### src/rtl/rf_write_arbiter.sv
// rtl/rf_write_arbiter.sv - single RF write port shared by WB stage and a 2-entry MDU result buffer
module rf_write_arbiter #(
    parameter int DEPTH      = 2,
    parameter int STARVE_MAX = 3
) (
    input  logic        clk,
    input  logic        rst,
    input  logic        wb_we,
    input  logic [4:0]  wb_reg,
    input  logic [31:0] wb_data,
    output logic        wb_ready,
    input  logic        mdu_valid,
    input  logic [4:0]  mdu_reg,
    input  logic [31:0] mdu_data,
    output logic        mdu_ready,
    output logic        rf_W,
    output logic [4:0]  rf_W_Reg,
    output logic [31:0] rf_W_data,
    output logic [1:0]  fifo_count
);

    localparam logic [1:0] DEPTH_L  = 2'(DEPTH);
    localparam logic [1:0] STARVE_L = 2'(STARVE_MAX);

    logic        wr_ptr_q, wr_ptr_d;
    logic        rd_ptr_q, rd_ptr_d;
    logic [1:0]  count_q, count_d;
    logic [1:0]  starve_q, starve_d;
    logic [4:0]  mem_reg_q  [2];
    logic [4:0]  mem_reg_d  [2];
    logic [31:0] mem_data_q [2];
    logic [31:0] mem_data_d [2];

    logic        w_cand;
    logic        h_cand;
    logic        grant_w;
    logic        grant_h;
    logic        push;
    logic [4:0]  head_reg;
    logic [31:0] head_data;

    // Arbitration, handshakes, RF port drive and next-state for buffer and starvation counter
    always_comb begin
        head_reg  = mem_reg_q[rd_ptr_q];
        head_data = mem_data_q[rd_ptr_q];
        w_cand    = !rst && wb_we && (wb_reg != 5'd0);
        h_cand    = (count_q != 2'd0);
        // The older buffered result wins ties on the same register so RF ends with the younger WB value
        grant_h   = h_cand && (!w_cand || (starve_q == STARVE_L) || (wb_reg == head_reg));
        grant_w   = w_cand && !grant_h;

        mdu_ready = !rst && (count_q < DEPTH_L);
        wb_ready  = !rst && (!wb_we || (wb_reg == 5'd0) || grant_w);
        push      = mdu_valid && mdu_ready && (mdu_reg != 5'd0);

        rf_W      = 1'b0;
        rf_W_Reg  = 5'd0;
        rf_W_data = 32'd0;
        if (grant_h) begin
            rf_W      = 1'b1;
            rf_W_Reg  = head_reg;
            rf_W_data = head_data;
        end else if (grant_w) begin
            rf_W      = 1'b1;
            rf_W_Reg  = wb_reg;
            rf_W_data = wb_data;
        end

        mem_reg_d  = mem_reg_q;
        mem_data_d = mem_data_q;
        wr_ptr_d   = wr_ptr_q;
        rd_ptr_d   = rd_ptr_q;
        if (push) begin
            mem_reg_d[wr_ptr_q]  = mdu_reg;
            mem_data_d[wr_ptr_q] = mdu_data;
            wr_ptr_d             = !wr_ptr_q;
        end
        if (grant_h) begin
            rd_ptr_d = !rd_ptr_q;
        end
        count_d = count_q + {1'b0, push} - {1'b0, grant_h};

        starve_d = starve_q;
        if (grant_h || !h_cand) begin
            starve_d = 2'd0;
        end else if (w_cand && grant_w && (starve_q != STARVE_L)) begin
            starve_d = starve_q + 2'd1;
        end
    end

    // State register; reset discards any buffered results immediately
    always_ff @(posedge clk or posedge rst) begin
        if (rst) begin
            wr_ptr_q      <= 1'b0;
            rd_ptr_q      <= 1'b0;
            count_q       <= 2'd0;
            starve_q      <= 2'd0;
            mem_reg_q[0]  <= 5'd0;
            mem_reg_q[1]  <= 5'd0;
            mem_data_q[0] <= 32'd0;
            mem_data_q[1] <= 32'd0;
        end else begin
            wr_ptr_q   <= wr_ptr_d;
            rd_ptr_q   <= rd_ptr_d;
            count_q    <= count_d;
            starve_q   <= starve_d;
            mem_reg_q  <= mem_reg_d;
            mem_data_q <= mem_data_d;
        end
    end

    assign fifo_count = count_q;

endmodule

### config.mk
export PLATFORM = sky130hd
export DESIGN_NAME = rf_write_arbiter
export DESIGN_NICKNAME = d
export VERILOG_FILES = /design/src/rtl/rf_write_arbiter.sv
export SDC_FILE = /design/constraint.sdc
export NUM_CORES = 1
export LEC_CHECK = 0
export ABC_CLOCK_PERIOD_IN_PS = 8200
export CAP_MARGIN = 20
export CORE_MARGIN = 4
export CORE_UTILIZATION = 35
export CTS_BUF_LIST = sky130_fd_sc_hd__clkbuf_8
export DETAILED_ROUTE_END_ITERATION = 10
export HOLD_SLACK_MARGIN = 0.15
export PLACE_DENSITY = 0.71
export SLEW_MARGIN = 15
export SYNTH_ARGS = -nofsm -noshare
export SYNTH_HDL_FRONTEND = slang
export SYNTH_SLANG_ARGS = --single-unit
export TNS_END_PERCENT = 20
### constraint.sdc
create_clock -name clk -period 8.2 [get_ports clk]
set_input_delay 0.82 -clock clk [delete_from_list [all_inputs] [get_ports clk]]
set_output_delay 0.82 -clock clk [all_outputs]
set_load 0.02 [all_outputs]
==> Yosys cells after proc, flatten, opt, wreduce, memory -nomap -nowiden <==
Index checks and enable logic that the tools add are counted.
{ "totals": {"out_inout_bits": 42, "inputBits": 78, "wordCells": 68, "ff_bits": 80} }
{ "op_classes": {"bitwise": 2, "mux": 20, "n_lt_le_gt_ge": 4, "n_eq_ne": 3, "reduce_logical": 28, "add_sub_neg": 3} }
{ "op_table": {"columns": ["op", "n"], "rows": [
  ["$mux W32", 6],
  ["$bwmux W64", 1],
  ["$demux W32 S1", 1],
  ["$mux W5", 6],
  ["$logic_and A1 B1 Y1", 11],
  ["$bwmux W10", 1],
  ["$reduce_bool A5 Y1", 2],
  ["$logic_not A1 Y1", 7],
  ["$demux W5 S1", 1],
  ["$eq A5 B5 Y1", 1],
  ["$logic_not A5 Y1", 1],
  ["$logic_or A1 B1 Y1", 5],
  ["$ge A2 B2 Y1 const B", 2],
  ["$mux W2", 2],
  ["$not A1 Y2", 2],
  ["$reduce_bool A2 Y1", 2],
  ["$add A2 B1 Y2", 1],
  ["$add A2 B1 Y2 const B", 1],
  ["$eq A2 B2 Y1 const B", 1],
  ["$lt A2 B1 Y1 const B", 1],
  ["$lt A2 B2 Y1 const B", 1],
  ["$mux W1", 2],
  ["$ne A2 B2 Y1 const B", 1],
  ["$sub A2 B1 Y2", 1]
]} }

==> Longest topological paths before layout <==
{ "depth": {"depth_word": 13, "depth_mapped": 13, "depth_no_buf": 11} }

==> Least setup slack after synthesis <==
No wires, ideal clock.
{ "synth_path": {"path_kind": "input port to output port", "from": "in rst", "to": "out rf_W_data[0]", "required_time_ns": 7.380, "path_slack_ns": 3.363, "path_stages": 6, "arrival_time_ns": 4.017, "n_path_buf": 2, "path_cell_list": "inv_1 o2111ai_1 and3_1 buf_4 buf_6 o22ai_1"} }
{ "synth_between": {"elab_chain_len": 11} }
{ "synth_rtl": {"columns": ["item", "line", "rtl"], "rows": [
  ["from (decl)", "7", "input logic rst,"],
  ["$logic_not A1 Y1 (no line) *", null, null],
  ["$logic_and A1 B1 Y1 * (2 in a row)", "46", "w_cand = !rst && wb_we && (wb_reg != 5'd0);"],
  ["$logic_not A1 Y1", "49", "grant_h = h_cand && (!w_cand || (starve_q == STARVE_L) || (wb_reg == head_reg));"],
  ["$logic_or A1 B1 Y1 (2 in a row)", "49", null],
  ["$logic_and A1 B1 Y1", "49", null],
  ["$logic_not A1 Y1", "50", "grant_w = w_cand && !grant_h;"],
  ["$logic_and A1 B1 Y1", "50", null],
  ["$mux W32", "63", "end else if (grant_w) begin"],
  ["$mux W32 *", "59", "if (grant_h) begin"],
  ["to (decl)", "18", "output logic [31:0] rf_W_data,"]
]} }
Every way passes the cells marked *; elsewhere a longest branch is shown, timed or not.

==> Worst setup path in the final report <==
{ "layout_path": {"from": "in wb_we", "to": "out rf_W_Reg[2]"} }
{ "layout_between": {"elab_chain_len": 10} }
{ "layout_rtl": {"columns": ["item", "line", "rtl"], "rows": [
  ["from (decl)", "8", "input logic wb_we,"],
  ["$logic_and A1 B1 Y1 * (2 in a row)", "46", null],
  ["$logic_not A1 Y1", "49", null],
  ["$logic_or A1 B1 Y1 (2 in a row)", "49", null],
  ["$logic_and A1 B1 Y1", "49", null],
  ["$logic_not A1 Y1", "50", null],
  ["$logic_and A1 B1 Y1", "50", null],
  ["$mux W5", "63", null],
  ["$mux W5 *", "59", null],
  ["to (decl)", "17", "output logic [4:0] rf_W_Reg,"]
]} }
Marked as above.

==> summary.txt <==
Global route
  – First-pass GRT wire length: ~16 mm
  – Gr usage total: 14.90%
  – Largest net degree at the start of global routing: between 80 and 90
  – Vias in the first global route: roughly 3300
  – GRT overflow: 0
  – Initial antenna violation count: 0

Finish
  – N_diodes: 0
  – Fin nets: roughly 530
  – Final core utilization: a little under 50%
  – Area growth, synth to finish: 37.25%
  – Fraction of layout cells with a size suffix above 1: between 20% and 30%

Timing
  – RSZ-0062 raised after global routing: false
  – Fmax: 0.2128 GHz
  – Final WS setup: between 3 and 4 ns
  – Final Max Tran Viols: 0
  – Final hold viol count: 0
  – Worst clock skew: between 0.008 and 0.009 ns
  – Final min period: 4.700 ns
  – Slew @ Worst Pin: 1.014 ns
  – Hold slack: about 0.44 ns
  – Worst slew margin: 32.14%
  – Final setup fails: 0
  – Total negative slack: 0 ns
  – Final period util: 57.31%

Clock network
  – Clk slew on worst S/H paths: about 0.080 ns
  – Post_cts resized: 0
  – TritonCTS clock tree: built
  – CTS H-tree depth: 3
  – Num Clock Sinks: 80
  – Hold buffer count at CTS: 0
  – Clk Tree Root Cell: clkbuf_8
  – Maximum buffer depth of the clock tree: 2
  – Post-CTS Setup Inserts: 0
  – Clock Latency Late Sink: 0.34 ns
  – Number of CTS-inserted buffers: 9

Status
  – Status: complete, no violations

Hold path
  – WHS Path Cells: 1
  – Worst Hold Class: flop to flop
  – Min-delay src: starve_q[0]$_DFFE_PP0P_

Logic synthesis
  – Yosys warns: 0
  – #FFs+latches synth: 80
  – Post-Syn Instances: 331
  – Avg Cell Area, Syn: about 12 µm²
  – Yosys cell types: 39
  – Post-Syn Area: 0.004118 mm²
  – Post-synthesis sequential area ratio: between 40% and 50%
  – Syn nets: between 400 and 500

Job
  – MaxCap Viol Count: 0

Critical path
  – Worst EP required: 7.38 ns
  – Crit path DAT: roughly 3.9 ns
  – CP max FO: 21
  – Crit path from: wb_we
  – Worst setup EP type: output port
  – Reg-to-Reg Start: rd_ptr_q$_DFFE_PP0N_
  – Critical path class: input port to output port
  – CP Launch Type: input port
  – Path depth of the worst reg2reg path: 12

Detailed routing
  – Initial DRC Count: 78
  – DR pass1 iterations: 4
  – Residual DRC: 0
  – DR vias/cell: a little over 5
  – Via count: about 3000
  – Drt total wl: 9.911 mm
  – WL/cell: 16.69 µm
  – Routed Antenna Nets: 0

Floorplan
  – Num ports: 120
  – Die width: about 120 µm
  – Starting Density: between 30 and 40%
  – Core Area: 0.01147 mm²
  – Die area: approximately 0.014 mm²
  – Site Rows: 39
  – Die Ht: roughly 120 µm

Power
  – VDD IR max: between 150 and 200 µV
  – LEAKAGE: 2.364 nW
  – Power per cell area: 378.9 mW/mm²

Placement
  – IO buf count: approximately 120
  – Gp weighted congestion: 0.8327
  – Detailed placement HPWL: between 6 and 7 mm
  – Pre-CTS worst setup slack: about 3.5 ns
## synth_stat cells, drive strengths merged
library cell  instances  area (µm²)
o22ai                37       287.8
clkbuf                8       30.03
and3                  1       6.260
nor3                  1       5.000
and2                  2       12.51
o211ai                1       12.51
nand2                40       152.6
ha                    3       37.54
or2                   1       6.260
o2111ai               1       8.760
or4                   2       15.01
a21oi                 1       5.000
dfrtp                80        2002
and4b                 1       10.01
o31ai                 1       7.510
and3b                 1       8.760
nor2                  4       17.52
o21ai                 1       5.000
mux2                 74       833.3
a31oi                 1       6.260
o31a                  1       8.760
o21bai                1       7.510
xor2                  1       8.760
mux2i                37       382.9
or3b                  1       8.760
buf                  13       106.4
xnor2                 8       70.07
nor4b                 1       8.760
nor4                  2       27.53
inv                   5       18.76
## cell type report
cell class / instances / area (µm²)
Clock buffer: 10 / 137.6
Clock inverter: 6 / 61.31
Fill cell: 1055 / 5816
Inverter: 5 / 20.02
Multi-Input combinational cell: 225 / 1982
Sequential cell: 80 / 2003
Tap cell: 143 / 178.9
Timing Repair Buffer: 125 / 1269
## per-stage QoR
step	cells	power, W	cell area (µm²)
after floorplan	331	0.001456	4118
after global placement	576	0.001837	5405
after detailed placement	577	0.001876	5425
after CTS	593	0.002168	5624
after global routing	594	0.002290	5652
final	594	0.002142	5652
## worst paths after layout
path	slack [ns]	end
hold / removal	0.44	starve_q[0]$_DFFE_PP0P_
min in group asynchronous	0.90	mem_reg_q[1]$_DFFE_PP0P_
setup / recovery	3.50	rf_W_Reg[2]
max in group asynchronous	6.70	rd_ptr_q$_DFFE_PP0N_
hold reg to reg	0.44	starve_q[0]$_DFFE_PP0P_
setup reg to reg	4.53	fifo_count[1]$_DFF_PP0_
## registers in the layout, indices dropped and copies added (netlist names)
register / count
fifo_count: 2
mem_data_q: 64
mem_reg_q: 10
rd_ptr_q: 1
starve_q: 2
wr_ptr_q: 1
## critical path: stages
cell and delay (ns):
clkdlybuf4s50_1 0.49, or3b_2 0.49, o21bai_1 0.20, and2_1 0.20, a31oi_4 0.55, buf_4 0.41, o22ai_1 0.12, clkdlybuf4s50_1 0.58
## cells in the final DEF (no fill, tap or decap), types with 3 or more instances in the layout
| cell type | instances |
|---|---|
| nor2_1 | 3 |
| o22ai_2 | 9 |
| mux2i_1 | 36 |
| clkdlybuf4s50_1 | 119 |
| inv_1 | 5 |
| o22ai_1 | 28 |
| dfrtp_1 | 79 |
| clkbuf_8 | 10 |
| mux2_2 | 68 |
| buf_4 | 4 |
| ha_1 | 3 |
| xnor2_1 | 8 |
| nand2_1 | 39 |
| mux2_1 | 6 |
## power by group
group          internal [W]  total, W  switching, W
clock network      0.000147  0.000288      0.000141
logic              0.000603   0.00116      0.000557
registers          0.000591  0.000694      0.000103
## cell families after synthesis
group	count (synthesis)	synth area share, %
fa+ha+maj	3	0.9117
simple gates	57	6.776
xor+xnor	9	1.914
flops	80	48.62
buf+inv	26	3.768
mux	111	29.53
compound gates	45	8.478
## routing by layer
metal | vias up | part of all wire [%] | GRT usage [%]
li1 | 1431 | - | -
met1 | 1519 | 42 | 17.54
met2 | 72 | 51 | 27.08
met3 | 10 | 5.0 | 3.679
met4 | 0 | 1.4 | 3.867
met5 | - | 0 | 0
Note: power is estimated with default switching activity, not from simulation.
